### src/rtl/ram_port_arbiter.sv
// Purpose: round-robin sharing of one SDP RAM (1 wr + 1 rd port) between two requesters.
// Latency: acks are combinational; RAM strobes registered (+1); read data tagged back at ack+3.
// Backpressure: a requester holds its request until acked; read return has no backpressure.
module ram_port_arbiter #(
    parameter int p_addresswidth = 4,
    parameter int p_datawidth    = 16
) (
    input  logic                      inclk,
    input  logic                      inrst_n,

    input  logic                      in_req0,
    input  logic                      in_we0,
    input  logic [p_addresswidth-1:0] in_addr0,
    input  logic [p_datawidth-1:0]    in_data0,
    output logic                      out_ack0,
    output logic                      out_rdvalid0,

    input  logic                      in_req1,
    input  logic                      in_we1,
    input  logic [p_addresswidth-1:0] in_addr1,
    input  logic [p_datawidth-1:0]    in_data1,
    output logic                      out_ack1,
    output logic                      out_rdvalid1,

    output logic [p_datawidth-1:0]    out_rddata,

    output logic                      out_ram_wren,
    output logic [p_addresswidth-1:0] out_ram_wraddress,
    output logic [p_datawidth-1:0]    out_ram_wrdata,
    output logic [p_addresswidth-1:0] out_ram_rdaddress,
    input  logic [p_datawidth-1:0]    in_ram_rddata
);

    typedef struct packed {
        logic vld;
        logic id;
    } rd_tag_t;

    localparam int c_tag_stages = 3;

    logic [1:0] wr_req;
    logic [1:0] rd_req;
    logic [1:0] wr_gnt;
    logic [1:0] rd_gnt;
    logic       wr_ptr;
    logic       rd_ptr;

    logic [p_addresswidth-1:0] wr_sel_addr;
    logic [p_datawidth-1:0]    wr_sel_data;
    logic [p_addresswidth-1:0] rd_sel_addr;
    rd_tag_t                   rd_tag_new;
    rd_tag_t [c_tag_stages-1:0] tag_q;

    // ptr=0 favours requester 0 on contention, ptr=1 favours requester 1
    function automatic logic [1:0] rr_pick(input logic [1:0] req, input logic ptr);
        logic [1:0] gnt;
        gnt = req;
        if (req == 2'b11) begin
            gnt = ptr ? 2'b10 : 2'b01;
        end
        return gnt;
    endfunction

    always_comb begin
        wr_req = {in_req1 & in_we1,  in_req0 & in_we0};
        rd_req = {in_req1 & ~in_we1, in_req0 & ~in_we0};
        wr_gnt = 2'b00;
        rd_gnt = 2'b00;
        if (inrst_n) begin
            wr_gnt = rr_pick(wr_req, wr_ptr);
            rd_gnt = rr_pick(rd_req, rd_ptr);
        end
    end

    assign out_ack0 = wr_gnt[0] | rd_gnt[0];
    assign out_ack1 = wr_gnt[1] | rd_gnt[1];

    always_comb begin
        wr_sel_addr    = wr_gnt[1] ? in_addr1 : in_addr0;
        wr_sel_data    = wr_gnt[1] ? in_data1 : in_data0;
        rd_sel_addr    = rd_gnt[1] ? in_addr1 : in_addr0;
        rd_tag_new.vld = |rd_gnt;
        rd_tag_new.id  = rd_gnt[1];
    end

    // Pointers move only on contention, always to the requester that lost
    always_ff @(posedge inclk) begin
        if (!inrst_n) begin
            wr_ptr <= 1'b0;
            rd_ptr <= 1'b0;
        end else begin
            if (wr_req == 2'b11) begin
                wr_ptr <= wr_gnt[0];
            end
            if (rd_req == 2'b11) begin
                rd_ptr <= rd_gnt[0];
            end
        end
    end

    always_ff @(posedge inclk) begin
        if (!inrst_n) begin
            out_ram_wren      <= 1'b0;
            out_ram_wraddress <= '0;
            out_ram_wrdata    <= '0;
            out_ram_rdaddress <= '0;
        end else begin
            out_ram_wren <= |wr_gnt;
            if (|wr_gnt) begin
                out_ram_wraddress <= wr_sel_addr;
                out_ram_wrdata    <= wr_sel_data;
            end
            if (|rd_gnt) begin
                out_ram_rdaddress <= rd_sel_addr;
            end
        end
    end

    // Tag stages track address register, RAM address register, RAM output register
    always_ff @(posedge inclk) begin
        if (!inrst_n) begin
            tag_q <= '0;
        end else begin
            tag_q <= {tag_q[c_tag_stages-2:0], rd_tag_new};
        end
    end

    assign out_rdvalid0 = tag_q[c_tag_stages-1].vld & ~tag_q[c_tag_stages-1].id;
    assign out_rdvalid1 = tag_q[c_tag_stages-1].vld &  tag_q[c_tag_stages-1].id;
    assign out_rddata   = in_ram_rddata;

endmodule

### config.mk
export PLATFORM = sky130hd
export DESIGN_NAME = ram_port_arbiter
export DESIGN_NICKNAME = d
export VERILOG_FILES = /design/src/rtl/ram_port_arbiter.sv
export SDC_FILE = /design/constraint.sdc
export NUM_CORES = 1
export LEC_CHECK = 0
export ABC_AREA = 1
export CORE_MARGIN = 10
export CORE_UTILIZATION = 38
export CTS_CLUSTER_SIZE = 8
export DETAILED_ROUTE_END_ITERATION = 7
export PLACE_DENSITY = 0.77
export SLEW_MARGIN = 20
export SYNTH_ARGS = -nofsm -noshare
export SYNTH_HDL_FRONTEND = slang
export SYNTH_SLANG_ARGS = --single-unit
### constraint.sdc
create_clock -name inclk -period 1.4 [get_ports inclk]
set_clock_uncertainty 0.2 [all_clocks]
set_input_delay 0.14 -clock inclk [delete_from_list [all_inputs] [get_ports inclk]]
set_output_delay 0.14 -clock inclk [all_outputs]
set_load 0.03 [all_outputs]
==> reports/results.ini <==
[power_and_ir_drop]
p_leak_uw = 0.001602
peakVddDrop_uv = 463.1
p_clk_share_pct = 30.9
swShare_pct = 30.00
internal_power_uw = 1805
p_total_uw = 2579
p_per_area_mw_per_mm2 = 857.6
combPwrFrac_pct = 28.9
p_seq_share_pct = 40.2
p_switching_uw = 773.5

[yosys]
yosysSeqAreaShare_pct = 35.11
syn_inst = 309
syn_area_sq_mm = 0.001882
yosys.area_share.xor_xnor_pct = 0
synth_top_family_by_area = simple AND/OR/NAND/NOR gates
yosysMostFrequentCell = nand2_1
synth_compound_area_share_pct = 1.330
synthAdderAreaFrac_pct = 0
synth_edf_count = 0
syn_nets = 371
yosys.area.top_type = dfxtp_1
synth_top_area_share_pct = 35.11
ys_top_cells_by_area = dfxtp_1 35%, nand2_1 22%, nor2_1 11%
synth_ff_type = dfxtp_1
avgSynthCellArea_sq_um = 6.090
yosysWarningCount = 0
ys_seq_elements = 33
yosys.area_share.simple_pct = 44.02
synthTopCellsByCount = 109 x nand2_1, 55 x nor2_1, 39 x inv_1
synth_cell_types = 17
async_flop_share_pct = 0
synth.area.mux_share_pct = 0

[finish]
syn2layout_area_growth_pct = 59.77
instances_no_fill = 462
diodes = 0
fill_cells = 439
multi_input_area_sq_um = 924.6
drive_above_1_share_pct = 20.76
seq_area_sq_um = 663.1
fin_util_pct = 63.24
final_cell_area_sq_mm = 0.003007
fin_nets = 456

[die]
die_h_microns = 90.37
chipWidth_microns = 90.37
pin_count = 107
core-area_sq_mm = 0.004755
die-area_sq_mm = 0.008167
rows = 25
initial_core_util_pct = 39.58

[global_route]
grt_start_max_net_pins = 21
grt_pass1_wl_microns = 8901
grt_pass1_vias = 1897
grtUsageTotal_pct = 12.98
antenna_found_initial = 0
overflow = 0

[drt]
postRouteAntennaNets = 0
via_per_inst = 4.372
vias = 2020
drc = 0
routed_wl_microns = 5386
dr.pass1.iters = 5
drt-initial-drc-count = 49
wl_per_cell_microns = 11.66

[sta]
rsz0062_at_grt = true
max_freq_mhz = 684.9
worst-slew-pin-transition_ns = 0.3203
setup_viol_count_final = 14
relSlewSlack_pct = 78.73
drv_slew = 0
layout_min_cycle_time_ns = 1.460
timing.final.crit_share_pct = 104.3
hold_viol_final = 0
holdWs_ns = 0.08001
worst_slack_ns = -0.06001

[critical_path]
r2r-start = wr_ptr
path_buf_inv = 3
crit_top_cell = nand2_4
required_ns = 1.06
critPathLaunchType = flip-flop
timing.rr.end = out_ram_wraddress[0]
r2r_cells = 9
startpoint = wr_ptr
crit_type = flip-flop to output pin
crit_path_top_delay_cell = dfxtp_2
ff2ff_setup_slack_ns = -0.04
crit_family = flip-flops
crit_path_cell_trace = inv_2 -> nand2_2 -> nand2_4 -> buf_6 -> nand2_4 -> buf_12
crit_fanout = 4
slowest_delay_ns = 0.33
end_kind = output pin
cp.arrival_ns = 1.12

[clocking]
cts_hold_buf = 0
cts_made_buffers = 5
clockRootBuffer = clkbuf_8
cts_buffer_depth = 2
clkSlewWorstSetupHoldPaths_ns = 0.07
clock_latency_ns = 0.29
cts-htree-levels = 2
clkSinkCount = 33
cts_tree = yes

[hold_path]
hold_end = out_rddata[2]
min_path_cells = 0
hold_path.class = primary input to output pin
min_from = in_ram_rddata[2]

[placement]
gp_congestion = 0.8458
placed_area_sq_mm = 0.002716
dp_hpwl_microns = 4047
portBuffers = 74
dp.cells = 443

[status]
violations = negative setup slack
status = finished with violations

[flow_run]
maxCapViolCount = 0

==> per-stage QoR <==
step	TNS (ns)	worst slack, ns
2_1_floorplan	0	0.03206
3_3_place_gp	-10.43	-0.4057
3_5_place_dp	-11.35	-0.4506
4_1_cts	-0.1816	-0.1256
5_1_grt	-1.977	-0.1218
6_report	-0.2992	-0.06001
==> cells in the final DEF (no fill, tap or decap) <==
cell type	instances
clkdlybuf4s50_1	40
nor2_1	49
a21oi_1	1
nand2_1	99
inv_4	1
nand3_4	1
buf_6	8
clkbuf_2	1
clkinv_2	2
buf_8	2
clkdlybuf4s15_1	13
nor2_4	4
nand2_2	7
dlygate4sd2_1	13
inv_2	3
clkbuf_8	7
a21oi_2	1
inv_1	36
dfxtp_1	31
o21ai_0	3
nand2_4	5
nand3_1	28
inv_8	1
buf_12	5
nor2_2	6
buf_4	26
dfxtp_2	2
==> kinds of logic (layout without fill, tap and decap cells) <==
| family | count (synthesis) | after routing |
|---|---|---|
| buffers and inverters | 72 | 158 |
| AND/OR/NAND/NOR | 199 | 199 |
| AO/OA/AOI/OAI | 5 | 5 |
| flip-flops | 33 | 33 |
==> routing by layer <==
layer  up-vias  global-route usage, %  share of wire, %
met5         -                      0                 0
met4         0                  5.172               1.1
met3         5                  5.154               7.4
met2        72                  22.09                50
met1       880                  14.07                42
li1       1063                      -                 -
==> state kept, by name (all words and copies together), names as in the netlist <==
register,flops
tag_q,6
out_ram_wren,1
rd_ptr,1
out_ram_wraddress,4
wr_ptr,1
out_ram_rdaddress,4
out_ram_wrdata,16
==> power by group through the flow <==
stage | combinational (uW) | clock (uW) | sequential, uW
2_1_floorplan | 350 | 0 | 1170
3_3_place_gp | 720 | 0 | 1060
3_5_place_dp | 728 | 0 | 1060
4_1_cts | 720 | 817 | 1040
5_1_grt | 818 | 862 | 1040
6_report | 744 | 797 | 1040
==> timing repair <==
action | 4_1_cts | 5_1_grt
gates resized for setup | 51 | 34
pin swaps | 11 | 9
hold endpoints to repair | 0 | 0
buffers inserted | 7 | 5
setup endpoints to repair | 49 | 40
==> worst max-delay path by stage <==
stage	endpoint	slack [ns]	depth (start not counted)
after floorplan	out_ack1	0.03	5
after global placement	out_ram_wrdata[6]	-0.41	9
after detailed placement	out_ram_wrdata[10]	-0.45	10
after CTS	out_ack1	-0.13	5
after global routing	out_ram_wrdata[4]	-0.12	9
final	out_ack1	-0.06	6
==> layout make-up <==
type / instances / share of cell area [%]
Timing Repair Buffer: 108 / 35.41
Multi-Input combinational cell: 204 / 30.75
Sequential cell: 33 / 22.06
Inverter: 42 / 5.618
Clock buffer: 7 / 3.204
Tap cell: 67 / 2.788
Clock inverter: 1 / 0.1665
(Power assumes the default switching activity.)
